--- src/rtl/mbe_pkg.sv ---
// ----------------------------------------------------------------------------
// mbe_pkg
// Shared types and constants for the radix-4 Booth partial-product
// accumulator: FSM state encoding, the per-digit Booth bundle, default
// operand sizes and the product-width derivation.
// ----------------------------------------------------------------------------
package mbe_pkg;

    localparam int MBE_W_DEFAULT = 8;   // multiplicand width
    localparam int MBE_N_DEFAULT = 4;   // Booth digits (multiplier = 2N bits)

    typedef enum logic [1:0] {
        ST_IDLE = 2'd0,
        ST_RUN  = 2'd1,
        ST_DONE = 2'd2
    } mbe_state_e;

    // One Booth digit as emitted by the encoder.
    typedef struct packed {
        logic single;
        logic double;
        logic neg;
    } mbe_digit_t;

    // Product width: multiplicand width plus multiplier width.
    function automatic int mbe_p(input int w, input int n);
        return w + 2 * n;
    endfunction

endpackage

--- src/rtl/mbe_pp_sel.sv ---
// ----------------------------------------------------------------------------
// mbe_pp_sel
// Combinational single-digit Booth selector. Produces the (W+2)-bit
// sign-corrected partial product for one digit.
// Optional feature macro: MBE_PP_CHECK_EN (illegal single&double digit is
// forced to magnitude 0 and flagged on illegal_o).
// Ports:
//   y_i       : signed multiplicand
//   dig_i     : Booth digit bundle {single, double, neg}
//   pp_o      : sign-corrected partial product, W+2 bits
//   illegal_o : digit has single&double set (MBE_PP_CHECK_EN only)
// ----------------------------------------------------------------------------
module mbe_pp_sel
    import mbe_pkg::*;
#(
    parameter int W = MBE_W_DEFAULT
) (
    input  logic [W-1:0] y_i,
    input  mbe_digit_t   dig_i,
    output logic [W+1:0] pp_o
`ifdef MBE_PP_CHECK_EN
    ,
    output logic         illegal_o
`endif
);

    logic [W+1:0] y_ext;
    logic [W+1:0] mag;

    assign y_ext = {{2{y_i[W-1]}}, y_i};

`ifdef MBE_PP_CHECK_EN
    assign illegal_o = dig_i.single & dig_i.double;
`endif

    always_comb begin
        mag = '0;
`ifdef MBE_PP_CHECK_EN
        if (dig_i.single & dig_i.double) begin
            mag = '0;
        end else if (dig_i.single) begin
            mag = y_ext;
        end else if (dig_i.double) begin
            mag = y_ext << 1;
        end
`else
        if (dig_i.single) begin
            mag = y_ext;
        end else if (dig_i.double) begin
            mag = y_ext << 1;
        end
`endif
        // Negating a zero magnitude yields ~0+1 = 0, so a "negative zero"
        // digit contributes nothing rather than -1.
        pp_o = (mag ^ {(W+2){dig_i.neg}}) + {{(W+1){1'b0}}, dig_i.neg};
    end

endmodule

--- src/rtl/mbe_pp_accum.sv ---
// ----------------------------------------------------------------------------
// mbe_pp_accum
// Sequential radix-4 Booth partial-product selector and accumulator. One
// digit is selected, shifted to weight 4^k and added to the product
// register per cycle; valid/ready handshakes on input and output.
// Optional feature macro: MBE_PP_CHECK_EN (adds sticky err output).
// Ports:
//   clk, rst_n          : clock, synchronous active-low reset
//   in_valid / in_ready : operand handshake
//   y                   : signed multiplicand
//   single/double/neg   : per-digit Booth bundle (N bits each)
//   out_valid/out_ready : result handshake
//   product             : signed product, P = W+2N bits
//   err                 : sticky illegal-digit flag (MBE_PP_CHECK_EN only)
// ----------------------------------------------------------------------------
module mbe_pp_accum
    import mbe_pkg::*;
#(
    parameter int W = MBE_W_DEFAULT,
    parameter int N = MBE_N_DEFAULT
) (
    input  logic                   clk,
    input  logic                   rst_n,
    input  logic                   in_valid,
    output logic                   in_ready,
    input  logic [W-1:0]           y,
    input  logic [N-1:0]           single,
    input  logic [N-1:0]           double,
    input  logic [N-1:0]           neg,
    output logic                   out_valid,
    input  logic                   out_ready,
    output logic [mbe_p(W,N)-1:0]  product
`ifdef MBE_PP_CHECK_EN
    ,
    output logic                   err
`endif
);

    localparam int P  = mbe_p(W, N);
    localparam int CW = (N > 1) ? $clog2(N) : 1;

    mbe_state_e     state_q, state_d;
    logic [CW-1:0]  cnt_q, cnt_d;
    logic [P-1:0]   acc_q, acc_d;
    logic [W-1:0]   y_q, y_d;
    logic [N-1:0]   sgl_q, sgl_d;
    logic [N-1:0]   dbl_q, dbl_d;
    logic [N-1:0]   neg_q, neg_d;

    mbe_digit_t     dig;
    logic [W+1:0]   pp;
    logic [P-1:0]   pp_ext;
    logic           accept;

    assign dig = '{single: sgl_q[cnt_q], double: dbl_q[cnt_q], neg: neg_q[cnt_q]};

`ifdef MBE_PP_CHECK_EN
    logic illegal;
    logic err_q, err_d;

    mbe_pp_sel #(.W(W)) u_sel (
        .y_i       (y_q),
        .dig_i     (dig),
        .pp_o      (pp),
        .illegal_o (illegal)
    );

    assign err = err_q;
`else
    mbe_pp_sel #(.W(W)) u_sel (
        .y_i  (y_q),
        .dig_i(dig),
        .pp_o (pp)
    );
`endif

    assign pp_ext    = {{(P-W-2){pp[W+1]}}, pp};
    assign in_ready  = (state_q == ST_IDLE) | ((state_q == ST_DONE) & out_ready);
    assign accept    = in_valid & in_ready;
    assign out_valid = (state_q == ST_DONE);
    assign product   = acc_q;

    always_comb begin
        state_d = state_q;
        cnt_d   = cnt_q;
        acc_d   = acc_q;
        y_d     = y_q;
        sgl_d   = sgl_q;
        dbl_d   = dbl_q;
        neg_d   = neg_q;
`ifdef MBE_PP_CHECK_EN
        err_d   = err_q;
`endif

        case (state_q)
            ST_IDLE: ;
            ST_RUN: begin
                acc_d = acc_q + (pp_ext << {cnt_q, 1'b0});
`ifdef MBE_PP_CHECK_EN
                if (illegal) begin
                    err_d = 1'b1;
                end
`endif
                if (cnt_q == CW'(N-1)) begin
                    state_d = ST_DONE;
                end else begin
                    cnt_d = cnt_q + CW'(1);
                end
            end
            ST_DONE: begin
                if (out_ready) begin
                    state_d = ST_IDLE;
                end
            end
            default: state_d = ST_IDLE;
        endcase

        // Acceptance is shared by IDLE and the back-to-back DONE path; it
        // overrides the DONE->IDLE retirement above.
        if (accept) begin
            y_d     = y;
            sgl_d   = single;
            dbl_d   = double;
            neg_d   = neg;
            acc_d   = '0;
            cnt_d   = '0;
            state_d = ST_RUN;
        end
    end

    always_ff @(posedge clk) begin
        if (!rst_n) begin
            state_q <= ST_IDLE;
            cnt_q   <= '0;
            acc_q   <= '0;
            y_q     <= '0;
            sgl_q   <= '0;
            dbl_q   <= '0;
            neg_q   <= '0;
`ifdef MBE_PP_CHECK_EN
            err_q   <= 1'b0;
`endif
        end else begin
            state_q <= state_d;
            cnt_q   <= cnt_d;
            acc_q   <= acc_d;
            y_q     <= y_d;
            sgl_q   <= sgl_d;
            dbl_q   <= dbl_d;
            neg_q   <= neg_d;
`ifdef MBE_PP_CHECK_EN
            err_q   <= err_d;
`endif
        end
    end

endmodule

--- config.mk ---
export PLATFORM = sky130hd
export DESIGN_NAME = mbe_pp_accum
export DESIGN_NICKNAME = d
export VERILOG_FILES = /design/src/rtl/mbe_pkg.sv /design/src/rtl/mbe_pp_sel.sv /design/src/rtl/mbe_pp_accum.sv
export SDC_FILE = /design/constraint.sdc
export NUM_CORES = 1
export LEC_CHECK = 0
export ABC_AREA = 1
export CAP_MARGIN = 20
export CORE_UTILIZATION = 48
export DETAILED_ROUTE_END_ITERATION = 12
export GPL_ROUTABILITY_DRIVEN = 0
export GPL_TIMING_DRIVEN = 0
export HOLD_SLACK_MARGIN = 0.03
export PLACE_DENSITY = 0.67
export SYNTH_ARGS = -nofsm -noshare
export SYNTH_HDL_FRONTEND = slang
export SYNTH_SLANG_ARGS = --single-unit
--- constraint.sdc ---
create_clock -name clk -period 9 [get_ports clk]
set_clock_uncertainty 0.1 [all_clocks]
set_input_delay 0.9 -clock clk [delete_from_list [all_inputs] [get_ports clk]]
set_output_delay 0.9 -clock clk [all_outputs]
set_load 0.01 [all_outputs]
==> results of run 1 <==
-- worst max path at each step --
stage / start / endpoint / depth (start not counted)
floorplan: cnt_q[0] / product[12] / 27
global placement: cnt_q[0] / product[12] / 27
detailed placement: cnt_q[0] / product[12] / 27
CTS: cnt_q[0] / product[12] / 27
global route: cnt_q[0] / product[12] / 27
finish: cnt_q[0] / product[12] / 27
-- layout make-up --
cell class	instances	share of cell area
clock buffer	5	0.0188
buffer	17	0.0287
timing repair buffer	41	0.112
clock inverter	3	0.0126
inverter	54	0.0574
tap	75	0.0256
sequential	40	0.219
multi-input combinational	364	0.526
-- per-layer routing --
metal	track usage	vias to the layer above	share of wire
met5	0	-	0
met4	0.0649	0	0.010
met3	0.0378	6	0.030
met2	0.413	62	0.43
met1	0.340	1381	0.53
li1	-	1651	-
-- placed cells by master (no fill, tap or decap), types with 4 or more instances in the layout --
| cell | synthesis | final |
|---|---|---|
| nand2_1 | 120 | 120 |
| nand3_1 | 51 | 51 |
| inv_1 | 50 | 50 |
| a21oi_1 | 45 | 45 |
| clkdlybuf4s50_1 | 0 | 41 |
| dfxtp_1 | 40 | 40 |
| nor2_1 | 37 | 37 |
| o21ai_0 | 36 | 36 |
| ha_1 | 18 | 18 |
| xor2_1 | 11 | 11 |
| clkbuf_1 | 9 | 9 |
| nand2_2 | 8 | 8 |
| o21ai_1 | 6 | 6 |
| nor2_2 | 5 | 5 |
| clkbuf_8 | 0 | 5 |
| nand3_2 | 4 | 4 |
| xnor2_1 | 4 | 4 |
-- power groups by stage --
stage          clock [mW]  combinational [mW]  sequential [mW]
5_1_grt             0.167               0.212            0.199
3_5_place_dp            0               0.184            0.201
3_3_place_gp            0               0.180            0.201
6_report            0.155               0.185            0.197
2_1_floorplan           0               0.131            0.201
4_1_cts             0.159               0.185            0.197
-- stage by stage --
step	hold WS (ps)	instances	instance area, um^2
global route	398	599	3660
detailed placement	352	591	3550
floorplan	331	475	3050
CTS	366	599	3660
finish	363	599	3660
global placement	344	591	3550
-- worst max-delay path, cell delays in order (launching register included) --
cell and delay (ps):
dfxtp_1 370, buf_6 170, inv_8 60, nand2_2 50, nand3_2 120, nand2_4 130, buf_8 140, nand2_1 70
o21ai_0 140, nand2_1 70, nand2_1 80, ha_1 230, nand3_1 120, nor2_2 160, xor2_1 220, nand2_1 110
nand3_1 80, nand2_1 50, ha_1 330, nand2_1 80, inv_1 40, a21oi_1 300, o21ai_0 190, a21boi_0 330
o21ai_0 180, xor2_1 170, o21ai_0 160, inv_1 50
-- state kept, by name, indices dropped and copies added (netlist names) --
register and flops:
neg_q 4, product 16, state_q 2, cnt_q 2
sgl_q 4, y_q 8, dbl_q 4
-- cell families after synthesis --
kind of cell             after synthesis
XOR/XNOR                              15
AO/OA/AOI/OAI                         99
adder cells (fa/ha/maj)               19
AND/OR/NAND/NOR                      231
flip-flops                            40
buffers and inverters                 71
==> metrics.csv, run 1 <==
stage,metric,value,unit
cells_and_area,area occupied by multi-input gates,1930,um^2
yosys,top cell type's share of synthesized area,0.263,
setup_path,Required @ worst endpoint,9100,ps
yosys,mapped cell area,3050,um^2
setup_path,FF-to-FF Start,cnt_q[0],
yosys,#FFs+latches synth,40,
yosys,"area leader, netlist",dfxtp_1,
worst_hold_path,min-delay src,neg_q[2],
yosys,Async SR Flop Fraction,0,
setup_path,Critical Path Start Type,register,
global_route,Congestion Overflow GR,0,
yosys,mux cell area share after synthesis,0,
sta,RSZ-0062 raised after global routing,no,
floorplan,Die Y-Extent,81.7,um
yosys,share of the yosys chip area belonging to registers,0.263,
yosys,Post-synth top flop,dfxtp_1,
yosys,synth unique cells,35,
power_and_ir_drop,P_leak,1.74,nW
yosys,synthesized net count,518,
floorplan,Initial Util,0.505,
sta,Final Cycle Share,0.491,
sta,worst-margin pin slew,544,ps
power_and_ir_drop,switching share of power,0.356,
sta,fin. max-slew vios,0,
sta,minimum clock period,4420,ps
setup_path,worst r2r path cells,27,
setup_path,Crit. End Element,register,
drt,DRC,0,
global_route,number of global-route vias before repair,2828,
yosys,Yosys warning count,0,
setup_path,R2R Setup Slk,4580,ps
place,Place WS,4680,ps
worst_hold_path,HP Class,reg -> reg,
power_and_ir_drop,Clk pwr share,0.288,
drt,Routed Antenna Nets,0,
clock_tree,PostCTS Resize Cnt,0,
cells_and_area,Layout Area Growth over Synthesis,20.3,%
clock_tree,TritonCTS clock tree,built,
drt,drt wl/cell,12.7,um
drt,Detailed Route Iter0 Violations,167,
clock_tree,clock sink count,40,
drt,Post-Route WL,7590,um
yosys,"EDFF count, synth",0,
cells_and_area,Post-layout nets,566,
sta,worst setup margin,4580,ps
yosys,main combinational cell family by area after synthesis,simple AND/OR/NAND/NOR gates,
worst_hold_path,Min-Delay Endpoint,neg_q[2],
clock_tree,root buffer cell,clkbuf_8,
floorplan,Core Footprint,6030,um^2
global_route,largest net degree at the start of global routing,15,
yosys,commonest cells in the netlist,"120 x nand2_1, 51 x nand3_1, 50 x inv_1",
place,I/O Buffers,41,
cells_and_area,Filler cells,626,
worst_hold_path,hold depth,2,
cells_and_area,fraction of layout cells with a size suffix above 1,0.0859,
setup_path,reg2reg end,product[12],
yosys,post-synthesis adder-cell area fraction,0.0805,
clock_tree,"CTS clk-pin slew, worst paths",90,ps
floorplan,io pins,42,
floorplan,Die X-Extent,81.7,um
sta,Fin. Hold Viols,0,
status,status,"finished, final reports clean",
power_and_ir_drop,Int Pwr,0.346,mW
drt,drt pass-1 iters,4,
yosys,synth top area cells,"dfxtp_1 26%, nand2_1 15%, nand3_1 8.4%",
yosys,"count leader, synth",nand2_1,
power_and_ir_drop,pwr dens,147,nW/um^2
clock_tree,# hold bufs at CTS,0,
yosys,Syn Inst Count,475,
flow_run,Max Cap Violations,0,
global_route,total global-route track usage,0.251,
sta,Setup-failing EPs final,0,
drt,vias,3100,
place,Final HPWL DP,5970,um
power_and_ir_drop,power share of the sequential group,0.367,
yosys,Synth Area per Inst,6.41,um^2
setup_path,"Data arrival, critical path",4510,ps
clock_tree,"Setup Fix Bufs, Post-CTS",0,
global_route,first-pass GRT wire length,12800,um
sta,Max-slew headroom,0.633,
clock_tree,insertion delay to the later sink of the worst-skew pair,300,ps
clock_tree,H-Tree Level Count,2,
setup_path,kind of critical path,reg -> reg,
setup_path,crit-path max FO,10,
yosys,Compound-Gate Fraction of Synth Area,0.177,
clock_tree,Max Root-Sink Buffers,2,
yosys,Synth Area in Simple Gates,0.333,
sta,FMAX,226,MHz
floorplan,Die Area,6670,um^2
power_and_ir_drop,Psw,0.191,mW
cells_and_area,Sequential Area,801,um^2
clock_tree,total CTS buffers,5,
power_and_ir_drop,worst vdd ir,0.0737,mV
global_route,antenna violations before repair,0,
power_and_ir_drop,power share of the combinational group,0.345,
power_and_ir_drop,total power,0.537,mW
cells_and_area,Antenna Cells,0,
sta,Setup TNS,0,ps
drt,vias per cell,5.18,
floorplan,num rows,28,
yosys,XOR/XNOR share of the synthesized area,0.0431,
cells_and_area,final core occ,0.608,
No activity file was read; power rests on OpenSTA's default activity.
==> run 2: changes to the inputs <==
Settings changed: PLACE_DENSITY 0.67 to 0.7.
Clock period 9 ns to 4 ns, I/O delays scaled along.
==> run 2 against run 1 <==
Against the previous run:
- worst hold slack worse by 1.9 ps
- critical endpoint unchanged
- clock-buffer cell count stayed put
- highest routed layer unchanged
- final area is 5.3% higher
- wire length is 2.3% higher
- largest cell class unchanged
- fmax is 17% higher
==> metrics.csv, run 2 (synthesized netlist as in run 1, its figures left out) <==
stage,metric,value,unit,change
status,status,"finished, final reports clean",,unchanged
setup_path,crit-path cells,buf_8 > buf_4 > o21ai_1 > nand2_1 > nand2_4 > clkinvlp_4 > nand3_1 > nand2_1 > inv_1 > o21ai_0 > nand2_1 > nand2_1 > o21ai_0 > nor2_1 > ha_1 > a21oi_1 > nand2_1 > a21oi_4 > o21ai_2 > a21boi_2 > o21ai_1 > xor2_1 > o21ai_0 > inv_1,,
drt,DRC,0,,unchanged
cells_and_area,Antenna Cells,0,,unchanged
drt,Routed Antenna Nets,0,,unchanged
drt,Detailed Route Iter0 Violations,202,,was 167
global_route,total global-route track usage,0.247,,was 0.251
sta,FMAX,264,MHz,was 226 MHz
sta,worst-margin pin slew,571,ps,was 544 ps
setup_path,Crit. End Element,register,,unchanged
floorplan,Initial Util,0.505,,unchanged
cells_and_area,fraction of layout cells with a size suffix above 1,0.133,,was 0.0859
power_and_ir_drop,total power,1.24,mW,was 0.537 mW
drt,drt wl/cell,12.8,um,was 12.7 um
cells_and_area,post-route cell area,3860,um^2,was 3660 um^2
drt,drt pass-1 iters,7,,was 4
setup_path,"Data arrival, critical path",3880,ps,was 4510 ps
setup_path,family with the most delay on the worst path,compound AO/OA/AOI/OAI gates,,unchanged
cells_and_area,Layout Area Growth over Synthesis,26.7,%,was 20.3%
clock_tree,clock sink count,40,,unchanged
drt,Post-Route WL,7770,um,was 7590 um
flow_run,Max Cap Violations,0,,unchanged
sta,fin. max-slew vios,0,,unchanged
setup_path,Required @ worst endpoint,4090,ps,was 9100 ps
setup_path,Critical Path Start Type,register,,unchanged
place,I/O Buffers,41,,unchanged
drt,vias,3204,,"was 3,100"
clock_tree,H-Tree Level Count,2,,unchanged
place,Final HPWL DP,5850,um,was 5970 um
worst_hold_path,HP Class,reg -> reg,,unchanged
global_route,first-pass GRT wire length,12800,um,about the same
setup_path,kind of critical path,reg -> reg,,unchanged
clock_tree,total CTS buffers,5,,unchanged
cells_and_area,Largest register FFs,16,,unchanged
floorplan,num rows,28,,unchanged
cells_and_area,most frequent cells in the layout,"119 x nand2_1, 51 x nand3_1, 49 x inv_1, 41 x clkdlybuf4s50_1, 40 x a21oi_1",,"was 120 x nand2_1, 51 x nand3_1, 50 x inv_1, 45 x a21oi_1, 41 x clkdlybuf4s50_1"
floorplan,Die Area,6670,um^2,unchanged
place,dpl cells,591,,unchanged
cells_and_area,Filler cells,602,,was 626
sta,Setup-failing EPs final,0,,unchanged
setup_path,CP bufs+invs,5,,unchanged
setup_path,crit-path max FO,10,,unchanged
setup_path,slowest CP cell,dfxtp_2,,was dfxtp_1
setup_path,CP max stage delay,340,ps,was 370 ps
power_and_ir_drop,worst vdd ir,0.187,mV,was 0.0737 mV
power_and_ir_drop,pwr dens,322,nW/um^2,was 147 nW/um^2
clock_tree,root buffer cell,clkbuf_8,,unchanged
sta,Max-slew headroom,0.619,,was 0.633
cells_and_area,Sequential Area,802,um^2,was 801 um^2
setup_path,most frequent CP cell,nand2_1,,unchanged
floorplan,io pins,42,,unchanged
cells_and_area,Post-layout nets,575,,was 566
floorplan,Die X-Extent,81.7,um,unchanged
floorplan,Die Y-Extent,81.7,um,unchanged
global_route,number of global-route vias before repair,2878,,"was 2,828"
clock_tree,insertion delay to the later sink of the worst-skew pair,300,ps,about the same
clock_tree,Max Root-Sink Buffers,2,,unchanged
sta,Final Cycle Share,0.946,,was 0.491
floorplan,Core Footprint,6030,um^2,unchanged
global_route,Congestion Overflow GR,0,,unchanged
cells_and_area,area occupied by multi-input gates,2050,um^2,was 1930 um^2
cells_and_area,Layout Cells excl Fill,608,,was 599
drt,vias per cell,5.27,,was 5.18
global_route,antenna violations before repair,0,,unchanged
power_and_ir_drop,P_leak,1.80,nW,was 1.74 nW
clock_tree,"CTS clk-pin slew, worst paths",80,ps,was 90 ps
sta,minimum clock period,3790,ps,was 4420 ps
sta,Fin. Hold Viols,0,,unchanged
cells_and_area,"commonest non-fill, non-tap cell in the layout",nand2_1,,unchanged
place,Placed Area,3550,um^2,unchanged
clock_tree,TritonCTS clock tree,built,,unchanged
global_route,largest net degree at the start of global routing,14,,was 15
[run 2: cell count changes in the layout (fill, tap and decap cells not counted), sizes merged]
cell      change
buf           +9
clkinv        +1
clkinvlp      +1
inv           -2
[run 2: what timing repair did]
action,CTS,global route
resized for setup,9,24
buffers inserted,0,9
setup endpoints to repair,6,7
hold buffers,0,0
hold endpoints to repair,0,0
pin swaps,3,12
[run 2: metrics by stage]
step	setup slack (ps)	util	hold slack [ps]	setup TNS (ps)
global placement	-290	0.589	345	-723
detailed placement	-289	0.589	355	-848
finish	214	0.641	361	0
CTS	-7.18	0.612	367	-7.18
global route	-26.9	0.641	388	-71.8
floorplan	318	-	331	0
[run 2: worst paths after layout]
| kind | end | slack [ps] | from | cells past startpoint |
|---|---|---|---|---|
| worst max-delay path | product[12] | 210 | cnt_q[0] | 24 |
| worst min-delay path | neg_q[0] | 360 | neg_q[0] | 2 |
| worst max register to register | product[12] | 210 | cnt_q[0] | 24 |
| worst min register to register | neg_q[0] | 360 | neg_q[0] | 2 |
[run 2: layer usage]
metal / up-vias / GRT usage / routed length (um)
li1: 1670 / - / -
met1: 1461 / 0.331 / 3890
met2: 68 / 0.423 / 3490
met3: 5 / 0.0356 / 327
met4: 0 / 0.0421 / 52
met5: - / 0 / 0
[run 2: worst register-to-register path, cell delays in order, from the launching register on]
cell and delay (ps):
dfxtp_2 340, buf_8 140, buf_4 130, o21ai_1 130
nand2_1 100, nand2_4 150, clkinvlp_4 190, nand3_1 130
nand2_1 130, inv_1 140, o21ai_0 100, nand2_1 90
nand2_1 50, o21ai_0 110, nor2_1 80, ha_1 340
a21oi_1 160, nand2_1 130, a21oi_4 240, o21ai_2 110
a21boi_2 180, o21ai_1 100, xor2_1 150, o21ai_0 140
inv_1 50
[run 2: layout make-up]
type / count / share of cell area
multi-input combinational: 364 / 0.532
sequential: 40 / 0.208
timing repair buffer: 50 / 0.124
inverter: 54 / 0.0554
buffer: 17 / 0.0282
tap: 75 / 0.0243
clock buffer: 5 / 0.0178
clock inverter: 3 / 0.0110
[run 2: where the power goes]
group / switching (mW) / internal (mW) / total [mW]
registers: 0.0201 / 0.424 / 0.445
clock network: 0.154 / 0.185 / 0.339
logic: 0.269 / 0.190 / 0.459
total: 0.443 / 0.799 / 1.24
==> run 3: changes to the inputs <==
Settings changed: GPL_ROUTABILITY_DRIVEN 0 to 1, PLACE_DENSITY 0.7 to 0.79.
==> run 3 against run 2 <==
Against the previous run:
- critical path depth increased by 8
- clock power increased by 8.0%
- worst hold slack improved by 2.2 ps
- non-clock buffer count increased by 5
- cell count increased by 0.82%
- largest power group unchanged
- critical endpoint is now product[15]
- register-to-register slack about the same
- largest cell class unchanged
- combinational power about the same
==> metrics.csv, run 3 (synthesized netlist as in run 1, its figures left out) <==
stage,metric,value,unit,change
status,status,"finished, final reports clean",,unchanged
drt,DRC,0,,unchanged
floorplan,num rows,28,,unchanged
setup_path,crit-path max FO,10,,unchanged
sta,fin. max-slew vios,0,,unchanged
global_route,Congestion Overflow GR,0,,unchanged
power_and_ir_drop,worst vdd ir,0.222,mV,was 0.187 mV
floorplan,Die X-Extent,81.7,um,unchanged
clock_tree,# hold bufs at CTS,0,,unchanged
drt,Routed Antenna Nets,0,,unchanged
cells_and_area,most frequent cells in the layout,"114 x nand2_1, 49 x nand3_1, 47 x inv_1, 41 x a21oi_1, 41 x clkdlybuf4s50_1",,"was 119 x nand2_1, 51 x nand3_1, 49 x inv_1, 41 x clkdlybuf4s50_1, 40 x a21oi_1"
setup_path,worst r2r path cells,32,,was 24
sta,Final Cycle Share,0.950,,was 0.946
drt,Post-Route WL,7790,um,was 7770 um
clock_tree,Max Root-Sink Buffers,2,,unchanged
floorplan,Initial Util,0.505,,unchanged
floorplan,Die Area,6670,um^2,unchanged
floorplan,Die Y-Extent,81.7,um,unchanged
floorplan,Core Footprint,6030,um^2,unchanged
place,Final HPWL DP,5700,um,was 5850 um
clock_tree,H-Tree Level Count,2,,unchanged
drt,drt wl/cell,12.7,um,was 12.8 um
clock_tree,root buffer cell,clkbuf_8,,unchanged
sta,Fin Hold WS,363,ps,was 361 ps
drt,vias,3267,,"was 3,204"
sta,minimum clock period,3800,ps,was 3790 ps
global_route,antenna violations before repair,0,,unchanged
setup_path,Crit. End Element,register,,unchanged
sta,Setup-failing EPs final,0,,unchanged
cells_and_area,"commonest non-fill, non-tap cell in the layout",nand2_1,,unchanged
clock_tree,TritonCTS clock tree,built,,unchanged
clock_tree,clock sink count,40,,unchanged
sta,worst setup margin,200,ps,was 214 ps
setup_path,Critical Path Start Type,register,,unchanged
floorplan,io pins,42,,unchanged
sta,Max-slew headroom,0.651,,was 0.619
setup_path,"Data arrival, critical path",3940,ps,was 3880 ps
sta,FMAX,263,MHz,was 264 MHz
worst_hold_path,hold depth,2,,unchanged
cells_and_area,fraction of layout cells with a size suffix above 1,0.156,,was 0.133
cells_and_area,Antenna Cells,0,,unchanged
global_route,first-pass GRT wire length,12800,um,about the same
global_route,largest net degree at the start of global routing,14,,unchanged
clock_tree,insertion delay to the later sink of the worst-skew pair,310,ps,was 300 ps
cells_and_area,Layout Area Growth over Synthesis,28.6,%,was 26.7%
place,Place WS,-305,ps,was -289 ps
setup_path,most frequent CP cell,nand2_1,,unchanged
clock_tree,total CTS buffers,5,,unchanged
setup_path,kind of critical path,reg -> reg,,unchanged
worst_hold_path,HP Class,reg -> reg,,unchanged
drt,drt pass-1 iters,5,,was 7
sta,Fin. Hold Viols,0,,unchanged
cells_and_area,post-route cell area,3920,um^2,was 3860 um^2
global_route,total global-route track usage,0.247,,about the same
power_and_ir_drop,pwr dens,325,nW/um^2,was 322 nW/um^2
place,Placed Area,3550,um^2,unchanged
clock_tree,"CTS clk-pin slew, worst paths",80,ps,about the same
setup_path,Required @ worst endpoint,4140,ps,was 4090 ps
cells_and_area,Largest register FFs,16,,unchanged
place,I/O Buffers,41,,unchanged
cells_and_area,Post-layout nets,580,,was 575
flow_run,Max Cap Violations,0,,unchanged
place,GP Congestion,0.914,,
power_and_ir_drop,P_leak,1.83,nW,was 1.80 nW
drt,Detailed Route Iter0 Violations,185,,was 202
drt,vias per cell,5.33,,was 5.27
sta,worst-margin pin slew,523,ps,was 571 ps
setup_path,slowest CP cell,dfxtp_2,,unchanged
global_route,number of global-route vias before repair,2893,,"was 2,878"
setup_path,CP max stage delay,360,ps,was 340 ps
[run 3: cell count changes in the layout (fill, tap and decap cells not counted), moves of 2 or more]
| cell | delta |
|---|---|
| buf_4 | +4 |
| inv_1 | -2 |
| nand2_1 | -5 |
| nand2_2 | +5 |
| nand3_1 | -2 |
| nand3_2 | +2 |
| nor2_1 | -2 |
| nor2_4 | +2 |
[run 3: metrics by stage]
stage	power, mW	cells	util	TNS (ps)
detailed placement	0.860	591	0.589	-798
CTS	1.23	602	0.616	0
floorplan	0.749	475	-	0
global route	1.35	613	0.650	-178
finish	1.27	613	0.650	0
global placement	0.852	591	0.589	-659
[run 3: repair_timing]
item,in CTS,in global routing
setup buffers,2,11
gates resized for setup,11,29
gates cloned,1,0
endpoints found under the setup margin,6,8
pin swaps,2,12
[run 3: layout make-up]
class,count,area (um^2)
plain buffers,17,105
clock buffers,6,82.6
clock inverters,2,38.8
fillers,533,2110
inverters,54,216
multi-input cells,364,2060
flip-flops and latches,40,802
well taps,75,93.8
repair buffers,55,513
[run 3: final timing paths]
check	from	to	slack [ps]
max	cnt_q[0]	product[15]	200
min	neg_q[2]	neg_q[2]	360
max reg2reg	cnt_q[0]	product[15]	200
min reg2reg	neg_q[2]	neg_q[2]	360
[run 3: layer usage]
layer / vias up / track usage / share of wire
li1: 1671 / - / -
met1: 1495 / 0.313 / 0.47
met2: 84 / 0.428 / 0.47
met3: 17 / 0.0400 / 0.040
met4: 0 / 0.0702 / 0.019
met5: - / 0 / 0
[run 3: worst max-delay path: cells and delay by family, from the launching register on]
family / cells / cell delay [ps]
and+or+nand+nor: 20 / 1680
adders and majority gates: 2 / 380
DFF: 1 / 360
buffers and inverters: 7 / 710
AOI/OAI and AO/OA: 3 / 510
[run 3: where the power goes]
group	leakage (nW)	internal, mW	total (mW)	switching [mW]
combinational	1.44	0.191	0.459	0.268
sequential	0.329	0.424	0.445	0.0207
clock	0.0614	0.204	0.366	0.162
total	1.83	0.820	1.27	0.451
